[src/rtl/cpu_div_cell.sv]
// Iterative radix-2 restoring divider: one quotient bit per cycle, signed or unsigned,
// truncating division with the remainder taking the dividend's sign.
module cpu_div_cell #(
    parameter int DATA_WIDTH = 32
) (
    input  logic                  clk,
    input  logic                  reset_n,
    input  logic [DATA_WIDTH-1:0] M_div_src1,
    input  logic [DATA_WIDTH-1:0] M_div_src2,
    input  logic                  M_div_start,
    input  logic                  M_div_signed,
    output logic                  M_div_busy,
    output logic                  M_div_done,
    output logic [DATA_WIDTH-1:0] M_div_cell_quotient,
    output logic [DATA_WIDTH-1:0] M_div_cell_remainder
);

    localparam int CW = $clog2(DATA_WIDTH);

    localparam logic [1:0] S_IDLE = 2'd0;
    localparam logic [1:0] S_CALC = 2'd1;
    localparam logic [1:0] S_FIX  = 2'd2;
    localparam logic [1:0] S_DZ   = 2'd3;

    logic [1:0]            r_state;
    logic [CW-1:0]         r_cnt;
    logic [DATA_WIDTH-1:0] r_quo;
    logic [DATA_WIDTH-1:0] r_rem;
    logic [DATA_WIDTH-1:0] r_div;
    logic                  r_signed;
    logic                  r_qsign;
    logic                  r_rsign;
    logic                  r_done;
    logic [DATA_WIDTH-1:0] r_quotient;
    logic [DATA_WIDTH-1:0] r_remainder;

    logic                  w_sign1;
    logic                  w_sign2;
    logic [DATA_WIDTH-1:0] w_mag1;
    logic [DATA_WIDTH-1:0] w_mag2;
    logic [DATA_WIDTH:0]   w_rem_shift;
    logic [DATA_WIDTH:0]   w_diff;
    logic [DATA_WIDTH-1:0] w_rem_next;
    logic [DATA_WIDTH-1:0] w_quo_fix;
    logic [DATA_WIDTH-1:0] w_rem_fix;

    // Magnitude of the most negative value wraps to itself, which is correct read as unsigned.
    assign w_sign1 = M_div_signed & M_div_src1[DATA_WIDTH-1];
    assign w_sign2 = M_div_signed & M_div_src2[DATA_WIDTH-1];
    assign w_mag1  = w_sign1 ? -M_div_src1 : M_div_src1;
    assign w_mag2  = w_sign2 ? -M_div_src2 : M_div_src2;

    // The extra difference bit catches the carry out of the shifted partial remainder.
    assign w_rem_shift = {r_rem, r_quo[DATA_WIDTH-1]};
    assign w_diff      = w_rem_shift - {1'b0, r_div};
    assign w_rem_next  = w_diff[DATA_WIDTH] ? w_rem_shift[DATA_WIDTH-1:0] : w_diff[DATA_WIDTH-1:0];

    assign w_quo_fix = (r_signed && r_qsign) ? -r_quo : r_quo;
    assign w_rem_fix = (r_signed && r_rsign) ? -r_rem : r_rem;

    always_ff @(posedge clk or negedge reset_n) begin
        if (!reset_n) begin
            r_state     <= S_IDLE;
            r_cnt       <= '0;
            r_quo       <= '0;
            r_rem       <= '0;
            r_div       <= '0;
            r_signed    <= 1'b0;
            r_qsign     <= 1'b0;
            r_rsign     <= 1'b0;
            r_done      <= 1'b0;
            r_quotient  <= '0;
            r_remainder <= '0;
        end else begin
            r_done <= 1'b0;
            case (r_state)
                S_IDLE: begin
                    if (M_div_start) begin
                        r_signed <= M_div_signed;
                        r_qsign  <= w_sign1 ^ w_sign2;
                        r_rsign  <= w_sign1;
                        r_rem    <= '0;
                        r_cnt    <= CW'(DATA_WIDTH - 1);
                        if (M_div_src2 == '0) begin
                            r_quo   <= M_div_src1;
                            r_state <= S_DZ;
                        end else begin
                            r_quo   <= w_mag1;
                            r_div   <= w_mag2;
                            r_state <= S_CALC;
                        end
                    end
                end
                S_CALC: begin
                    r_rem <= w_rem_next;
                    r_quo <= {r_quo[DATA_WIDTH-2:0], ~w_diff[DATA_WIDTH]};
                    r_cnt <= r_cnt - 1'b1;
                    if (r_cnt == '0) begin
                        r_state <= S_FIX;
                    end
                end
                S_FIX: begin
                    r_quotient  <= w_quo_fix;
                    r_remainder <= w_rem_fix;
                    r_done      <= 1'b1;
                    r_state     <= S_IDLE;
                end
                S_DZ: begin
                    // Raw dividend was parked in the quotient register at acceptance.
                    r_quotient  <= '1;
                    r_remainder <= r_quo;
                    r_done      <= 1'b1;
                    r_state     <= S_IDLE;
                end
                default: r_state <= S_IDLE;
            endcase
        end
    end

    assign M_div_busy           = (r_state != S_IDLE);
    assign M_div_done           = r_done;
    assign M_div_cell_quotient  = r_quotient;
    assign M_div_cell_remainder = r_remainder;

endmodule
[config.mk]
export PLATFORM = sky130hd
export DESIGN_NAME = cpu_div_cell
export DESIGN_NICKNAME = d
export VERILOG_FILES = /design/src/rtl/cpu_div_cell.sv
export SDC_FILE = /design/constraint.sdc
export NUM_CORES = 1
export LEC_CHECK = 0
export CAP_MARGIN = 0
export CORE_MARGIN = 2
export CORE_UTILIZATION = 31
export DETAILED_ROUTE_END_ITERATION = 8
export GPL_TIMING_DRIVEN = 0
export PLACE_DENSITY_LB_ADDON = 0.15
export SKIP_LAST_GASP = 1
export SLEW_MARGIN = 10
export SYNTH_ARGS = -nofsm -noshare
export SYNTH_HDL_FRONTEND = slang
export SYNTH_SLANG_ARGS = --single-unit
export TNS_END_PERCENT = 1
[constraint.sdc]
create_clock -name clk -period 3.5 [get_ports clk]
set_input_delay 0.7 -clock clk [delete_from_list [all_inputs] [get_ports clk]]
set_output_delay 0.7 -clock clk [all_outputs]
set_load 0.01 [all_outputs]
==> metrics, run 1 <==
Reg clk slew, reported paths=0.07 ns; Clock Path Buffers=2; global-route wire length before repair=60.9 mm; max_cap viols=0; Distinct cells, synth=65; CTS Buf Count=17; largest net degree at the start of global routing=90; initial antenna violation count=0; First-pass DRT Iterations=5; Root Buffer=clkbuf_16; DRC errors left=0; Layout fillers=3,887; gr ovfl total=0; CP Class=register to register; vias in the first global route=10,735; Worst VDD drop=320 µV; Synth area leaders=dfrtp_1, xnor2_1, o21ai_0, nand2_1, xor2_1; chip height=199 µm; chip width=199 µm; Area after DPL=13,800 µm²; fmax=292 MHz; power density cells=881 nW/µm²; nets@finish=1,677; routed len/inst=18.6 µm; Detail Placement HPWL=30.8 mm; Synth Net Count=1,522; Slew headroom=31.2%; gpl congestion=0.870; Critical Path Source Type=register; placed insts=2,059; Synth Register Bits=171; Arrival @ worst endpoint=3.73 ns; status=complete, no violations; # port buffers=132; Crit Path Max Fanout=10; Post-Syn Area per Cell=8.35 µm²; layout cells sized above 1=5.18%; Critical Path RT=3.81 ns; fin crit period=3.42 ns; hold_ws=0.231 ns; LEAKAGE=0.00573 µW; Skew-Pair Late Insertion Delay=0.45 ns; CTS tree=done; Non-Filler Instances=2,094; core region area=37,600 µm²; final period utilization=97.7%; Core Util, Final=38.4%; DR vias/cell=5.16; # rows=71; fin area=14,400 µm²; Synth top area share=36.2%; worst slew pin tran=1.02 ns; post-route ant nets=0; max-slew violation count=0; final wirelength=38.9 mm; Area Overhead vs Synth=22.3%; Final setup viols=0; classification of the worst-slack hold path=input pin to asynchronous set/reset pin; Setup Skew=0.0129 ns; Final Hold Violating Endpoints=0; full die area=39,700 µm²; Post-synth ARST share=100%; Seq/Total Area, Yosys=36.2%; ant diodes=0; total track usage=20.0%; Synth Flop Type=dfrtp_1; # clock sinks=171; I/O pins=134; Vias=10,801; RSZ-0062 raised after global routing=true; Cell Area, Synth=11,800 µm²; Synth area leader=dfrtp_1; DRT iter0 DRCs=805; Ys Warns=0; EDFF count, synth=0; Syn Inst Count=1,415; H-tree depth=4; starting density of the core=31.4%; Crit. End Element=register
layout by cell type (no fill, tap or decap), types with 4 or more instances in the layout:
| cell | netlist | layout |
|---|---|---|
| o21a_1 | 10 | 10 |
| a21oi_1 | 80 | 79 |
| a21o_1 | 20 | 20 |
| xnor2_1 | 91 | 90 |
| nor2b_1 | 6 | 6 |
| o41ai_1 | 12 | 12 |
| dfrtp_1 | 171 | 171 |
| o31ai_1 | 24 | 24 |
| o21bai_1 | 4 | 4 |
| inv_1 | 59 | 59 |
| nor3_1 | 24 | 24 |
| clkdlybuf4s50_1 | 0 | 131 |
| o21ai_0 | 124 | 124 |
| clkbuf_1 | 92 | 92 |
| nor4_1 | 20 | 19 |
| nor2_1 | 116 | 116 |
| nand2b_1 | 6 | 6 |
| ha_1 | 38 | 38 |
| clkinvlp_4 | 0 | 5 |
| clkbuf_16 | 0 | 17 |
| a211oi_1 | 4 | 4 |
| and2_1 | 10 | 10 |
| nand4_1 | 16 | 16 |
| o211ai_1 | 15 | 15 |
| a31oi_1 | 42 | 42 |
| mux2_2 | 21 | 21 |
| o22ai_1 | 6 | 6 |
| o22a_1 | 27 | 27 |
| nand2_1 | 163 | 163 |
| and3_1 | 7 | 7 |
| nand3_1 | 48 | 47 |
| or4_1 | 13 | 13 |
| xor2_1 | 56 | 55 |
| or3_1 | 13 | 13 |
| mux2i_1 | 27 | 27 |
registers in the layout, indices dropped and copies added, names as in the netlist:
name	count
r_cnt	5
r_rsign	1
M_div_cell_quotient	32
r_signed	1
r_rem	32
r_div	32
r_quo	32
r_qsign	1
r_state	2
M_div_done	1
M_div_cell_remainder	32
power breakdown:
| part | internal, µW | total [µW] | switching, µW |
|---|---|---|---|
| Sequential | 2630 | 3420 | 792 |
| Clock | 952 | 1830 | 883 |
| Combinational | 3100 | 7470 | 4360 |
what timing repair did:
item	in CTS	in global routing
resized for setup	3	9
buffers inserted	2	1
hold buffers	0	0
hold endpoints to repair	0	0
endpoints found under the setup margin	93	79
pin swaps	1	1
layout make-up:
type | count | area (µm²) | area share (%)
flip-flops and latches | 171 | 4280 | 29.6
repair buffers | 136 | 1390 | 9.62
plain buffers | 97 | 383 | 2.65
clock inverters | 12 | 91.3 | 0.632
multi-input cells | 1087 | 6980 | 48.3
well taps | 511 | 639 | 4.43
clock buffers | 20 | 457 | 3.16
inverters | 60 | 225 | 1.56
critical path, stage by stage, from the launching register on:
cell and delay (ns):
dfrtp_1 0.49, ha_1 0.44, a21o_1 0.24, a31o_2 0.30
a221o_1 0.34, a311oi_2 0.28, nand3_2 0.23, xor2_4 0.25
buf_12 0.14, clkbuf_4 0.25, mux2i_1 0.23, o21ai_0 0.09
synth_stat cells (3+ instances only):
master	n
a211o_1	3
a211oi_1	4
a21o_1	20
a21oi_1	80
a31o_2	3
a31oi_1	42
and2_1	10
and3_1	7
and4_1	3
buf_2	4
clkbuf_1	92
dfrtp_1	171
ha_1	38
inv_1	59
mux2_2	21
mux2i_1	27
nand2_1	163
nand2b_1	6
nand3_1	48
nand4_1	16
nor2_1	116
nor2b_1	6
nor3_1	24
nor4_1	20
o211ai_1	15
o21a_1	10
o21ai_0	124
o21bai_1	4
o22a_1	27
o22ai_1	6
o31ai_1	24
o41ai_1	12
or3_1	13
or4_1	13
or4_4	3
xnor2_1	91
xor2_1	56
cells by family (layout without fill, tap and decap cells):
| kind of cell | after synthesis | after routing | synth area share [%] |
|---|---|---|---|
| AO/OA/AOI/OAI | 392 | 392 | 20.8 |
| XOR/XNOR | 147 | 147 | 10.9 |
| adder cells (fa/ha/maj) | 39 | 39 | 4.19 |
| buffers and inverters | 157 | 325 | 5.10 |
| flip-flops | 171 | 171 | 36.2 |
| multiplexers | 48 | 48 | 4.29 |
| AND/OR/NAND/NOR | 461 | 461 | 18.5 |
routing by layer:
layer  up-vias  wire [µm]  share of wire [%]  track usage (%)
met5         -          0                  0                0
met4         0        792                2.0             6.14
met3        40       1900                4.9             2.40
met2       301      18100                 47             33.2
met1      5105      18100                 47             27.1
li1       5355          -                  -                -
worst paths after layout:
kind                                          from                      end  slack, ns  depth (start not counted)
max                                      r_rem[16]                r_rem[13]       0.08                         11
min                                        reset_n  M_div_cell_quotient[31]       0.23                          1
max reg2reg                              r_rem[16]                r_rem[13]       0.08                         11
min reg2reg                M_div_cell_quotient[25]  M_div_cell_quotient[25]       0.49                          1
max in group asynchronous                  reset_n                 r_div[5]       2.37                          2
min in group clk           M_div_cell_quotient[25]  M_div_cell_quotient[25]       0.49                          1
stage by stage:
| step | setup TNS [ns] | setup WS [ns] | power (µW) |
|---|---|---|---|
| 3_5_place_dp | -52.21 | -0.765 | 10700 |
| 5_1_grt | -0.918 | -0.0842 | 13800 |
| 3_3_place_gp | -1046.20 | -5.85 | 10600 |
| 6_report | 0 | 0.0808 | 12700 |
| 4_1_cts | -3.56 | -0.292 | 12600 |
| 2_1_floorplan | 0 | 0.478 | 8590 |
No activity file was read; power rests on OpenSTA's default activity.
==> inputs of run 2 (changes only) <==
==> constraint.sdc (replaced) <==
create_clock -name clk -period 3.4 [get_ports clk]
set_input_delay 0.68 -clock clk [delete_from_list [all_inputs] [get_ports clk]]
set_output_delay 0.68 -clock clk [all_outputs]
set_load 0.01 [all_outputs]
==> metrics, run 2 (synthesized netlist as in run 1, its figures left out) <==
hold_ws=0.201 ns; Critical Path Source Type=input pin; routed len/inst=18.6 µm; largest net degree at the start of global routing=90; pre-CTS WS=-0.845 ns; DRT iter0 DRCs=825; Final Hold Violating Endpoints=0; H-tree depth=4; reg-to-reg slack, setup=0.09 ns; classification of the worst-slack hold path=input pin to asynchronous set/reset pin; commonest non-fill, non-tap cells in the layout=dfrtp_1, nand2_1, clkdlybuf4s50_1; Reg clk slew, reported paths=0.08 ns; CP dominant cell by count=or3_1; DR vias/cell=5.14; Core Util, Final=38.5%; # clock sinks=171; global-route wire length before repair=61.0 mm; layout cells sized above 1=5.56%; CTS Buf Count=17; CP Cell Sequence=clkdlybuf4s50_1 -> or3_1 -> or3_1 -> or4_4 -> o311a_1 -> buf_2 -> buf_6 -> o41ai_1 -> xnor2_1 -> nor2_1 -> a31oi_1; fmax=299 MHz; worst r2r src=r_rem[24]; Post-CTS Hold Buffers=0; Crit. End Element=register; Crit Path Max Fanout=10; final wirelength=39.0 mm; # port buffers=132; Arrival @ worst endpoint=3.72 ns; worst reg-to-reg path cell count=11; I/O pins=134; nets@finish=1,678; ant diodes=0; fin area=14,500 µm²; slowest cell on the critical path=or4_4; LEAKAGE=0.00574 µW; final period utilization=98.3%; Clock Path Buffers=2; post-route ant nets=0; crit-path max cell delay=0.50 ns; RR Endpoint=r_rem[1]; chip width=199 µm; commonest non-fill, non-tap cell in the layout=dfrtp_1; gr ovfl total=0; status=complete, no violations; Critical Path RT=3.78 ns; slack of the critical path=0.0581 ns; worst slew pin tran=1.01 ns; Detail Placement HPWL=30.8 mm; Area after DPL=13,800 µm²; full die area=39,700 µm²; setup TNS=0 ns; DRC errors left=0; Worst VDD drop=343 µV; Root Buffer=clkbuf_16; CTS tree=done; Skew-Pair Late Insertion Delay=0.46 ns; core region area=37,600 µm²; max-slew violation count=0; First-pass DRT Iterations=5; total track usage=20.0%; power density cells=907 nW/µm²; gpl congestion=0.870; chip height=199 µm; starting density of the core=31.4%; CP bufs+invs=3; Area Overhead vs Synth=22.4%; Vias=10,778; fin crit period=3.34 ns; CP Class=input pin to register; Setup Skew=0.0142 ns; # rows=71; Layout fillers=3,889; initial antenna violation count=0; vias in the first global route=10,747; Final setup viols=0; Slew headroom=32.1%; RSZ-0062 raised after global routing=true; delay-heaviest family, CP=simple AND/OR/NAND/NOR gates; max_cap viols=0
[run 2: what timing repair did]
item | CTS | global route
gates cloned | 0 | 0
pin swaps | 2 | 2
resized for setup | 10 | 11
setup endpoints to repair | 95 | 84
buffers inserted | 3 | 1
[run 2: area by class of cell]
type                            count  area [µm²]  share of cell area, %
Multi-Input combinational cell   1087        6990                   48.3
Sequential cell                   171        4280                   29.6
Timing Repair Buffer              137        1380                   9.57
Tap cell                          511         639                   4.42
Clock buffer                       20         457                   3.16
Buffer                             97         395                   2.73
Inverter                           60         225                   1.56
Clock inverter                     12        91.3                  0.632
[run 2: worst max path at each step]
stage / start / to / depth (start not counted)
2_1_floorplan: r_rem[16] / r_rem[15] / 10
3_3_place_gp: reset_n / r_div[5] / 1
6_report: M_div_src2[23] / r_quo[25] / 11
5_1_grt: M_div_src2[23] / r_quo[25] / 11
4_1_cts: M_div_src2[6] / r_div[3] / 10
3_5_place_dp: M_div_src2[6] / r_div[28] / 9
[run 2: routing by layer]
layer | routed length [µm] | part of all wire, % | GRT usage, % | vias to the layer above
met5 | 0 | 0 | 0 | -
met1 | 18200 | 47 | 27.1 | 5079
met3 | 1870 | 4.8 | 2.43 | 42
li1 | - | - | - | 5355
met2 | 18100 | 46 | 33.3 | 302
met4 | 821 | 2.1 | 6.33 | 0
[run 2: metrics by stage]
step	total power, µW	instances
after global routing	14200	2095
after global placement	10900	2058
after detailed placement	11000	2059
final	13100	2095
after floorplan	8850	1415
after CTS	13100	2094
[run 2: where the power goes]
group          total [µW]  leakage (µW)  switching (µW)  internal [µW]
clock                1900      0.000255             920            979
sequential           3520       0.00201             817           2700
combinational        7700       0.00347            4490           3210
==> inputs of run 3 (changes only) <==
--- a/config.mk
+++ b/config.mk
@@ -9,7 +9,6 @@
 export CORE_MARGIN = 2
 export CORE_UTILIZATION = 31
 export DETAILED_ROUTE_END_ITERATION = 8
-export GPL_TIMING_DRIVEN = 0
 export PLACE_DENSITY_LB_ADDON = 0.15
 export SKIP_LAST_GASP = 1
 export SLEW_MARGIN = 10
==> metrics, run 3 (synthesized netlist as in run 1, its figures left out) <==
# clock sinks=171; Critical Path RT=3.75 ns; vias in the first global route=10,353; H-tree depth=4; status=complete, no violations; # resized after CTS=0; slowest cell on the critical path=or4_4; initial antenna violation count=0; chip height=199 µm; largest net degree at the start of global routing=91; CP Class=input pin to register; Non-Filler Instances=2,117; layout cells sized above 1=12.2%; placed insts=2,085; routed len/inst=17.2 µm; DR vias/cell=5.07; Final setup viols=0; Switch Pwr=6150 µW; commonest non-fill, non-tap cell in the layout=dfrtp_1; pre-CTS WS=-0.150 ns; LEAKAGE=0.00622 µW; gr ovfl total=0; combinational share of power=58.7%; global-route wire length before repair=57.7 mm; Area Overhead vs Synth=27.2%; max-slew violation count=0; fmax=320 MHz; final wirelength=36.4 mm; DRT iter0 DRCs=739; worst slew pin tran=0.740 ns; max_cap viols=0; Slew headroom=50.7%; number of post-CTS setup repair buffers=0; RSZ-0062 raised after global routing=false; post-route ant nets=0; # rows=71; Detail Placement HPWL=28.1 mm; CP Cell Sequence=clkdlybuf4s50_1 -> or4_4 -> or3_4 -> or4_4 -> or3_1 -> o31ai_1 -> xnor2_1 -> nor2_1 -> a31oi_1; fin crit period=3.12 ns; slack of the critical path=0.278 ns; core region area=37,600 µm²; power density cells=910 nW/µm²; chip width=199 µm; starting density of the core=31.4%; Clock Path Buffers=2; CP dominant cell by count=or4_4; classification of the worst-slack hold path=input pin to asynchronous set/reset pin; nets@finish=1,700; ant diodes=0; gpl congestion=0.827; Core Util, Final=40.0%; commonest non-fill, non-tap cells in the layout=dfrtp_1, nand2_1, clkdlybuf4s50_1; Critical Path Source Type=input pin; crit-path max cell delay=0.58 ns; Vias=10,741; First-pass DRT Iterations=7; clock power share=15.1%; Arrival @ worst endpoint=3.48 ns; I/O pins=134; DRC errors left=0; final period utilization=91.8%; CTS tree=done; setup TNS=0 ns; Root Buffer=clkbuf_16; CTS Buf Count=17; Crit Path Max Fanout=3; Worst VDD drop=399 µV; switch share=45.0%; Setup Skew=0.00850 ns; full die area=39,700 µm²; total track usage=18.6%; # port buffers=133; Post-CTS Hold Buffers=0; Tot Pwr=13,700 µW; Int Power=7520 µW; Final Hold Violating Endpoints=0; Seq pwr share=26.2%; Skew-Pair Late Insertion Delay=0.43 ns; Crit. End Element=register; Reg clk slew, reported paths=0.07 ns
## run 3: cell count changes in the layout (fill, tap and decap cells not counted), sizes merged
cell           change
bufinv             +3
clkinv             +2
clkdlybuf4s50      +1
buf              +113
clkbuf            -94
clkinvlp           -3
## run 3: per-layer routing
| metal | GRT usage, % | vias to the layer above | routed length, µm |
|---|---|---|---|
| met5 | 0 | - | 0 |
| met4 | 3.70 | 0 | 348 |
| met3 | 2.62 | 23 | 1570 |
| met2 | 29.2 | 234 | 16200 |
| met1 | 27.2 | 5081 | 18300 |
| li1 | - | 5403 | - |
## run 3: path summary, 6_finish.rpt
check                                               end  slack, ns            from  cells past startpoint
worst min-delay path            M_div_cell_quotient[28]       0.22         reset_n                      1
worst min register to register                  r_qsign       0.49         r_qsign                      2
worst max-delay path                          r_quo[28]       0.28  M_div_src1[16]                      9
max in group asynchronous                      r_rem[4]       2.22         reset_n                      2
min in group clk                                r_qsign       0.49         r_qsign                      2
worst max register to register                r_rem[25]       0.28       r_quo[31]                     13
## run 3: metrics by stage
stage	hold slack, ns	area (µm²)
after floorplan	0.384	11800
after global placement	0.472	14400
after detailed placement	0.473	14400
after CTS	0.241	15000
after global routing	0.260	15000
final	0.216	15000
## run 3: final cells by class
type	instances	area, µm²
Clock buffer	18	439
Clock inverter	14	169
Fill cell	3846	22500
Inverter	60	225
Multi-Input combinational cell	1087	6970
Sequential cell	171	4280
Tap cell	511	639
Timing Repair Buffer	256	2310
## run 3: critical path: cells and delay by family
kind	cells	cell delay (ns)
buffers and inverters	1	0.43
AOI/OAI and AO/OA	2	0.42
and+or+nand+nor	5	1.79
xor gates and xnor gates	1	0.16
## run 3: power groups by stage
stage | Combinational, µW | Clock [µW] | Sequential [µW]
global placement | 7960 | 0 | 3590
floorplan | 5600 | 0 | 3250
CTS | 8070 | 2120 | 3570
global route | 8990 | 2200 | 3690
finish | 8030 | 2060 | 3580
detailed placement | 8030 | 0 | 3600
